`config.mk`:
```
export PLATFORM = sky130hd
export DESIGN_NAME = lwc_stream_fifo_flat
export DESIGN_NICKNAME = d
export VERILOG_FILES = /design/src/rtl/lwc_stream_fifo_if.sv /design/src/rtl/lwc_stream_fifo.sv /design/src/flat_wrapper.sv
export SDC_FILE = /design/constraint.sdc
export NUM_CORES = 1
export LEC_CHECK = 0
export CORE_MARGIN = 3
export CORE_UTILIZATION = 49
export CTS_BUF_LIST = sky130_fd_sc_hd__clkbuf_4
export DETAILED_ROUTE_END_ITERATION = 6
export PLACE_DENSITY = 0.75
export SYNTH_ARGS = -nofsm -noshare
export SYNTH_HDL_FRONTEND = slang
export SYNTH_SLANG_ARGS = --single-unit
```
`constraint.sdc`:
```
create_clock -name clk -period 5 [get_ports clk]
set_clock_uncertainty 0.2 [all_clocks]
set_input_delay 0.75 -clock clk [delete_from_list [all_inputs] [get_ports clk]]
set_output_delay 0.75 -clock clk [all_outputs]
set_load 0.02 [all_outputs]
```
`src/rtl/lwc_stream_fifo_if.sv`:
```
// Stream bundle for lwc_stream_fifo: byte-wide push side, BUSW-wide word pop side.
// The FIFO uses the slave modport; the producer/consumer side uses master.
interface lwc_stream_fifo_if #(
    parameter int BUSW = 32
);
    logic [7:0]      wr_data;
    logic            wr_valid;
    logic            wr_ready;
    logic            flush;
    logic [BUSW-1:0] out_data;
    logic            out_valid;
    logic            out_ready;
    logic            out_last;

    modport slave (
        input  wr_data, wr_valid, flush, out_ready,
        output wr_ready, out_data, out_valid, out_last
    );

    modport master (
        output wr_data, wr_valid, flush, out_ready,
        input  wr_ready, out_data, out_valid, out_last
    );
endinterface

```
`src/rtl/lwc_stream_fifo.sv`:
```
// Byte-in / word-out circular FIFO with flush-driven end-of-stream draining.
// Define LWC_FIFO_ZEROFILL_EN to emit a zero-padded final word instead of dropping residual bytes.
module lwc_stream_fifo #(
    parameter int BUSW  = 32,
    parameter int DEPTH = 64
) (
    input  logic                   clk,
    input  logic                   rst,
    lwc_stream_fifo_if.slave       bus,
    output logic [$clog2(DEPTH):0] level,
    output logic [15:0]            word_cnt,
    output logic                   err_residual
);
    localparam int BPW = BUSW / 8;
    localparam int PW  = $clog2(DEPTH);
    localparam int LW  = PW + 1;

    localparam logic [LW-1:0] BPW_L   = LW'(BPW);
    localparam logic [LW-1:0] DEPTH_L = LW'(DEPTH);
    localparam logic [PW-1:0] BPW_P   = PW'(BPW);

`ifdef LWC_FIFO_ZEROFILL_EN
    localparam bit ZEROFILL = 1'b1;
`else
    localparam bit ZEROFILL = 1'b0;
`endif

    typedef enum logic {
        FILL  = 1'b0,
        DRAIN = 1'b1
    } state_t;

    state_t          state, state_nxt;
    logic [PW-1:0]   head, head_nxt;
    logic [PW-1:0]   tail, tail_nxt;
    logic [LW-1:0]   level_nxt;
    logic [15:0]     cnt_nxt;
    logic            err_nxt;
    logic [7:0]      mem [DEPTH];

    logic            residual;
    logic            push;
    logic            pop;

    // Fewer than one word left while draining: padded out or dropped, depending on build.
    assign residual = (state == DRAIN) && (level != '0) && (level < BPW_L);

    assign bus.wr_ready  = !rst && (state == FILL) && (level < DEPTH_L);
    assign bus.out_valid = (level >= BPW_L) || (ZEROFILL && residual);
    assign bus.out_last  = (state == DRAIN) && ((level == BPW_L) || (ZEROFILL && residual));

    assign push = bus.wr_valid && bus.wr_ready;
    assign pop  = bus.out_valid && bus.out_ready;

    // Oldest byte lands in the top lane; lanes past the stored bytes read as zero when padding.
    always_comb begin
        bus.out_data = '0;
        for (int i = 0; i < BPW; i++) begin
            if (!ZEROFILL || (LW'(i) < level)) begin
                bus.out_data[BUSW-1-8*i -: 8] = mem[head + PW'(i)];
            end
        end
    end

    // NOTE: every variable gets its hold value first so no path through the block infers a latch.
    always_comb begin
        state_nxt = state;
        head_nxt  = head;
        tail_nxt  = tail;
        cnt_nxt   = word_cnt;
        err_nxt   = err_residual;
        level_nxt = level + LW'(push) - (pop ? BPW_L : '0);

        if (push) begin
            tail_nxt = tail + 1'b1;
        end
        if (pop) begin
            head_nxt = head + BPW_P;
            cnt_nxt  = word_cnt + 16'd1;
        end

        if (state == FILL) begin
            // Only enter DRAIN if something (including a same-cycle push) is left to drain.
            if (bus.flush && (level_nxt != '0)) begin
                state_nxt = DRAIN;
            end
        end else begin
            if (residual && !ZEROFILL) begin
                level_nxt = '0;
                head_nxt  = tail;
                err_nxt   = 1'b1;
                state_nxt = FILL;
            end else if (pop && bus.out_last) begin
                state_nxt = FILL;
                if (residual) begin
                    level_nxt = '0;
                    head_nxt  = tail;
                end
            end
        end
    end

    // NOTE: registered state uses non-blocking assignments so all flops see pre-edge values.
    always_ff @(posedge clk or posedge rst) begin
        if (rst) begin
            state        <= FILL;
            head         <= '0;
            tail         <= '0;
            level        <= '0;
            word_cnt     <= '0;
            err_residual <= 1'b0;
        end else begin
            state        <= state_nxt;
            head         <= head_nxt;
            tail         <= tail_nxt;
            level        <= level_nxt;
            word_cnt     <= cnt_nxt;
            err_residual <= err_nxt;
        end
    end

    // NOTE: storage is not reset; head, tail and level alone decide which bytes are live.
    always_ff @(posedge clk) begin
        if (push) begin
            mem[tail] <= bus.wr_data;
        end
    end
endmodule

```
`src/flat_wrapper.sv`:
```
// flat-port wrapper written by rule: the top's interface ports become plain ports
module lwc_stream_fifo_flat 
#(
    parameter int BUSW  = 32,
    parameter int DEPTH = 64
)
  (clk, rst, level, word_cnt, err_residual, bus_wr_data, bus_wr_valid, bus_flush, bus_out_ready, bus_wr_ready, bus_out_data, bus_out_valid, bus_out_last);
  lwc_stream_fifo_if #(.BUSW(BUSW)) bus_i ();
  input  logic clk;
  input  logic rst;
  output logic [$clog2(DEPTH):0] level;
  output logic [15:0] word_cnt;
  output logic err_residual;
  input wire logic [$bits(bus_i.wr_data)-1:0] bus_wr_data;
  input wire logic [$bits(bus_i.wr_valid)-1:0] bus_wr_valid;
  input wire logic [$bits(bus_i.flush)-1:0] bus_flush;
  input wire logic [$bits(bus_i.out_ready)-1:0] bus_out_ready;
  output wire logic [$bits(bus_i.wr_ready)-1:0] bus_wr_ready;
  output wire logic [$bits(bus_i.out_data)-1:0] bus_out_data;
  output wire logic [$bits(bus_i.out_valid)-1:0] bus_out_valid;
  output wire logic [$bits(bus_i.out_last)-1:0] bus_out_last;
  assign bus_i.wr_data = bus_wr_data;
  assign bus_i.wr_valid = bus_wr_valid;
  assign bus_i.flush = bus_flush;
  assign bus_i.out_ready = bus_out_ready;
  assign bus_wr_ready = bus_i.wr_ready;
  assign bus_out_data = bus_i.out_data;
  assign bus_out_valid = bus_i.out_valid;
  assign bus_out_last = bus_i.out_last;
  lwc_stream_fifo #(.BUSW(BUSW), .DEPTH(DEPTH)) u_core (.clk(clk), .rst(rst), .bus(bus_i), .level(level), .word_cnt(word_cnt), .err_residual(err_residual));
endmodule
```
==> flow_metrics.py, run 1 <==
metrics = {
    "floorplanning": {
        "ios": 72,
        "rows": 96,
        "start_util": 0.500,
        "die_w_um": 272,
        "die_y_um": 272,
        "coreArea_sq_um": 69300,
        "die_area_sq_um": 73900,
    },
    "worst_setup_path": {
        "cpPeakStageDelay_ns": 0.53,
        "timing.rr.start": "u_core.level[3]",
        "worst_r2r_path_depth": 13,
        "startpoint": "u_core.head[0]",
        "required_ns": 4.05,
        "r2r-end": "u_core.state",
        "crit_slowest_cell": "mux4_2",
        "crit_fanout": 7,
        "cp.buffers_inverters": 5,
        "critPathLaunchType": "register",
        "arrival_ns": 4.11,
        "critical_path.endpoint_type": "output pin",
        "critPathKind": "reg2out",
        "r2r_slack_ns": 1.43,
        "cpLargestDelayFamily": "multiplexers",
        "crit_chain": "inv_8, ha_4, buf_12, buf_16, buf_16, mux2_2, mux4_2, a221o_1, a21oi_2, a211oi_4, buf_6",
        "crit_top_cell": "buf_16",
    },
    "logic_synthesis": {
        "synth_edf_count": 512,
        "syn_inst": 2094,
        "synth_nets": 2127,
        "synth_ff_type": "edfxtp_1",
        "synthesis.area_sq_um": 34600,
        "synth_cell_types": 70,
        "synthArstFlopShare": 0.0674,
        "avgSynthCellArea_sq_um": 16.5,
        "ys_warn_count": 0,
        "yosysSeqAreaShare": 0.471,
        "synth-seq-cells": 549,
    },
    "layout": {
        "final_common_cell": "mux4_2",
        "drive_gt1_frac": 0.488,
        "area_delta_synth_final_pct": 21.3,
        "fin_util": 0.606,
        "instances_no_fill": 3522,
        "nets": 2499,
        "finalInstanceArea_sq_um": 42000,
        "final_cell_mix": "mux4_2, edfxtp_1, buf_4",
    },
    "placed_design": {
        "dpl.hpwl_um": 83200,
        "dp.cells": 3111,
        "dp_slack_ns": -0.317,
        "routabilityCongestion": 1.06,
        "port_buffers": 71,
        "placed_area_sq_um": 37200,
    },
    "power_and_ir_drop": {
        "comb_power_share": 0.688,
        "power_switching_w": 0.0135,
        "power_frac_clock": 0.137,
        "p_int_w": 0.0168,
        "p_leak_nw": 14.2,
        "sw_frac_of_total": 0.444,
        "vdd_drop_max_mv": 0.624,
        "p_seq_frac": 0.175,
        "p_per_area_nw_per_um2": 722,
    },
    "drt": {
        "drtAntennaViolNets": 0,
        "wire_per_inst_um": 37.3,
        "vias": 26399,
        "drc": 0,
        "wl_um": 131000,
        "drt-vias-per-instance": 7.50,
        "firstDrtPassIters": 6,
        "drtIter0Drc": 5179,
    },
    "timing": {
        "tightest_slew_ns": 1.37,
        "finalSetupViolCount": 5,
        "grt_setup_unrepaired": "yes",
        "slew_violations": 0,
        "fin_crit_sh": 1.01,
        "relSlewSlack": 0.0881,
        "layout_setup_ws_ns": -0.0588,
        "hold_viol": 0,
        "min_period_ns": 5.06,
        "fmax_ghz": 0.198,
    },
    "cts": {
        "cts_tree": "done",
        "clockRootBuffer": "clkbuf_4",
        "clkTransAtPathRegs_ns": 0.07,
        "htreeDepth": 4,
        "cts_max_path_buffers": 3,
        "cts.sinks": 549,
        "cts_buffers": 149,
        "clock_latency_ns": 1.01,
    },
    "global_routing": {
        "grt_pass1_vias": 25267,
        "antenna_found_initial": 8,
        "grtUsageMet3": 0.125,
        "grt_max_degree": 77,
        "grt_usage": 0.352,
        "grtUsageMet2": 0.519,
        "busiest_layer": "met2",
        "grt-ovfl-total": 0,
        "use_met1": 0.459,
        "grt_pass1_wl_um": 185000,
    },
    "min_path": {
        "min_path_type": "in2reg",
        "hold_end": "u_core.state",
        "hold_depth": 3,
        "hold_start": "bus_flush",
    },
    "outcome": {
        "violations": "negative setup slack",
        "outcome": "complete, but fails checks",
    },
    "job": {
        "cap_violations": 0,
    },
}
==> per-layer routing <==
layer  routed length [um]  share of wire
met1                44400           0.34
met2                58400           0.44
met3                19800           0.15
met4                 8840          0.067
met5                   37        0.00028
==> worst max-delay path by stage <==
stage | endpoint | slack (ns) | depth (start not counted)
after floorplan | bus_out_data[18] | 0.53 | 16
after global placement | bus_out_data[3] | -0.26 | 10
after detailed placement | bus_out_data[3] | -0.32 | 10
after CTS | bus_out_data[19] | -0.20 | 10
after global routing | bus_out_data[18] | -0.10 | 11
final | bus_out_data[18] | -0.06 | 11
==> cells by family (layout without fill, tap and decap cells) <==
group / after synthesis / count (layout) / share of synthesized area
mux: 659 / 659 / 0.381
fa+ha+maj: 20 / 20 / 0.00723
flops: 549 / 549 / 0.471
simple gates: 400 / 400 / 0.0504
compound gates: 218 / 218 / 0.0433
xor+xnor: 46 / 46 / 0.0132
buf+inv: 202 / 694 / 0.0344
other cells: 0 / 5 / 0
==> cells in the mapped netlist, types with 11 or more instances <==
cell type	count	area, sq um
ha_1	20	250
nor2_1	106	398
nand3_1	24	120
mux2_2	23	259
clkbuf_1	49	184
buf_4	42	315
xnor2_1	32	280
edfxtp_1	512	15400
o221ai_1	14	123
nor3_1	19	95.1
o22ai_1	16	100
buf_6	14	158
a22o_1	11	96.3
a21oi_1	52	260
dfrtp_1	37	926
and3_1	27	169
buf_1	14	52.6
o21ai_0	23	115
a211oi_1	20	150
mux4_2	524	11800
a31oi_1	24	150
buf_2	59	295
mux2i_1	112	1120
nand2_1	184	691
==> power by group through the flow <==
| stage | logic [W] | registers (W) | clock network, W |
|---|---|---|---|
| floorplan | 0.0104 | 0.00535 | 0 |
| CTS | 0.0192 | 0.00528 | 0.00421 |
| finish | 0.0209 | 0.00529 | 0.00416 |
| global placement | 0.0166 | 0.00538 | 0 |
| detailed placement | 0.0167 | 0.00539 | 0 |
| global route | 0.0212 | 0.00530 | 0.00447 |
==> sequential cells by signal, summed over array words and instances, names as in the netlist <==
signal               flops
u_core.tail              6
u_core.head              6
u_core.word_cnt         16
u_core.mem             512
u_core.level             7
u_core.state             1
u_core.err_residual      1
==> worst register-to-register path, cell delays in order (launching register included) <==
cell	delay [ns]
dfrtp_1	0.38
inv_1	0.10
ha_1	0.22
nand3b_1	0.20
and2_0	0.44
clkinv_1	0.16
ha_1	0.34
ha_1	0.32
nor2_1	0.05
a221o_1	0.36
a21oi_1	0.18
o21bai_1	0.09
xor2_1	0.15
a221oi_1	0.25
==> area by class of cell <==
cell class / instances / area (sq um)
fillers: 5096 / 27300
multi-input cells: 1343 / 18000
flip-flops and latches: 549 / 16300
repair buffers: 408 / 4490
clock buffers: 200 / 1500
well taps: 931 / 1160
clock inverters: 71 / 440
inverters: 15 / 72.6
diodes: 5 / 12.5
==> repair_timing <==
action,4_1_cts,5_1_grt
hold endpoints to repair,20,0
setup endpoints to repair,32,27
buffers inserted,59,48
gates resized for setup,219,84
cloned,22,6
pin swaps,16,21
hold buffers,1,0
==> metrics by stage <==
step	power, W	setup TNS [ns]	hold WS, ns
finish	0.0303	-0.117	0.136
global route	0.0310	-0.413	0.118
CTS	0.0287	-0.880	0.0550
detailed placement	0.0221	-0.324	0.264
global placement	0.0220	-0.257	0.253
floorplan	0.0158	0	0.300
No activity file was read; power rests on OpenSTA's default activity.
==> run 2: changes to the inputs <==
MAX_ROUTING_LAYER = met4   (was default)
==> flow_metrics.py, run 2 (synthesized netlist as in run 1, its figures left out) <==
metrics = {
    "worst_setup_path": {
        "timing.rr.start": "u_core.level[3]",
        "crit_slowest_cell": "mux4_2",
        "crit_fanout": 11,
        "crit_top_cell": "buf_12",
        "critPathKind": "reg2out",
        "crit_chain": "buf_12, ha_4, xor2_4, buf_12, buf_12, buf_12, mux4_2, o32ai_4, o41ai_2, buf_4, a211o_1, buf_6",
        "critPathLaunchType": "register",
        "cpLargestDelayFamily": "buffers and inverters",
        "critical_path.endpoint_type": "output pin",
        "r2r-end": "u_core.state",
        "r2r_slack_ns": 1.37,
        "cpPeakStageDelay_ns": 0.54,
        "worst_r2r_path_depth": 15,
        "required_ns": 4.05,
        "arrival_ns": 4.06,
        "cp.buffers_inverters": 6,
    },
    "power_and_ir_drop": {
        "p_int_w": 0.0163,
        "sw_frac_of_total": 0.449,
        "power_switching_w": 0.0133,
        "p_leak_nw": 13.8,
        "p_per_area_nw_per_um2": 716,
        "power_frac_clock": 0.141,
        "vdd_drop_max_mv": 0.440,
        "p_seq_frac": 0.178,
        "power_w": 0.0297,
        "comb_power_share": 0.681,
    },
    "drt": {
        "wire_per_inst_um": 37.5,
        "drtAntennaViolNets": 0,
        "firstDrtPassIters": 7,
        "drc": 0,
        "drtIter0Drc": 4757,
        "wl_um": 130000,
        "vias": 25971,
        "drt-vias-per-instance": 7.51,
    },
    "timing": {
        "layout_setup_ws_ns": -0.0137,
        "fin_crit_sh": 1.00,
        "slew_violations": 0,
        "relSlewSlack": 0.127,
        "fmax_ghz": 0.199,
        "grt_setup_unrepaired": "yes",
        "tightest_slew_ns": 1.31,
        "min_period_ns": 5.01,
        "hold_viol": 0,
        "finalSetupViolCount": 5,
    },
    "layout": {
        "fin_util": 0.598,
        "fillers": 5172,
        "drive_gt1_frac": 0.475,
        "final_cell_mix": "mux4_2, edfxtp_1, clkbuf_4",
        "nets": 2435,
        "regMostFlops": "u_core.mem",
        "largest_reg_flops": 512,
        "regArea_sq_um": 16300,
        "area_delta_synth_final_pct": 19.6,
        "final_common_cell": "mux4_2",
        "multi_input_area_sq_um": 18000,
        "reg.largest.list": "u_core.mem x512, u_core.word_cnt x16, u_core.level x7",
    },
    "outcome": {
        "violations": "negative setup slack",
        "outcome": "complete, but fails checks",
    },
    "floorplanning": {
        "die_area_sq_um": 73900,
        "rows": 96,
        "die_w_um": 272,
        "start_util": 0.500,
        "coreArea_sq_um": 69300,
        "ios": 72,
        "die_y_um": 272,
    },
    "cts": {
        "cts.sinks": 549,
        "cts_max_path_buffers": 3,
        "clkTransAtPathRegs_ns": 0.07,
        "cts_buffers": 149,
        "htreeDepth": 4,
        "cts_tree": "done",
        "clockRootBuffer": "clkbuf_4",
        "clock_latency_ns": 1.06,
    },
    "global_routing": {
        "antenna_found_initial": 7,
        "grt-ovfl-total": 0,
        "grt_pass1_vias": 25148,
        "grt_usage": 0.361,
        "grt_pass1_wl_um": 184000,
        "grt_max_degree": 65,
    },
    "placed_design": {
        "routabilityCongestion": 1.02,
        "port_buffers": 71,
        "dpl.hpwl_um": 82700,
    },
    "min_path": {
        "hold_end": "u_core.state",
        "min_path_type": "in2reg",
        "hold_depth": 3,
        "hold_start": "bus_flush",
    },
    "job": {
        "cap_violations": 0,
    },
}
run 2: final cells by class:
cell class | count | share of cell area
Antenna cell | 9 | 0.000544
Tap cell | 931 | 0.0281
Clock buffer | 209 | 0.0379
Sequential cell | 549 | 0.394
Clock inverter | 59 | 0.00900
Timing Repair Buffer | 344 | 0.0943
Multi-Input combinational cell | 1343 | 0.435
Inverter | 15 | 0.00151
run 2: through the flow:
step	hold WS [ns]	instance area (sq um)	TNS, ns	setup WS (ns)	cells
6_report	0.0782	41400	-0.0338	-0.0137	3459
5_1_grt	0.0322	41400	-0.428	-0.0512	3459
4_1_cts	0.00809	41100	-0.0630	-0.0616	3444
3_5_place_dp	0.258	37100	0	0.00129	3100
3_3_place_gp	0.254	37100	0	0.0596	3100
2_1_floorplan	0.300	34600	0	0.525	2094
run 2: how the worst max path moves through the flow:
stage	from	endpoint	depth (start not counted)
2_1_floorplan	u_core.head[0]	bus_out_data[18]	16
3_3_place_gp	u_core.head[1]	bus_out_data[3]	10
3_5_place_dp	u_core.head[1]	bus_out_data[3]	10
4_1_cts	u_core.head[0]	bus_out_data[5]	11
5_1_grt	u_core.head[0]	bus_out_data[23]	13
6_report	u_core.head[0]	bus_out_data[23]	12
run 2: tightest hold or removal path: stages:
cell and delay, ns:
clkdlybuf4s50_1 0.40, nor2_1 0.08, a221oi_1 0.06
run 2: timing repair:
item	4_1_cts	5_1_grt
endpoints found under the hold margin	14	0
setup buffers	53	5
setup endpoints to repair	32	28
hold buffers	1	0
cloned	22	3
pin swaps	13	9
gates resized for setup	205	75
run 2: per-layer routing:
layer,GRT usage,share of wire,vias up
met1,0.454,0.33,13134
met2,0.514,0.44,2630
met5,-,0,-
met4,0.190,0.067,0
met3,0.135,0.16,520
li1,-,-,9687
run 2: power by group through the flow:
stage	Clock, W	Combinational (W)	Sequential [W]
after floorplan	0	0.0104	0.00535
after global placement	0	0.0165	0.00535
after detailed placement	0	0.0166	0.00535
after CTS	0.00423	0.0191	0.00526
after global routing	0.00451	0.0206	0.00528
final	0.00418	0.0202	0.00527
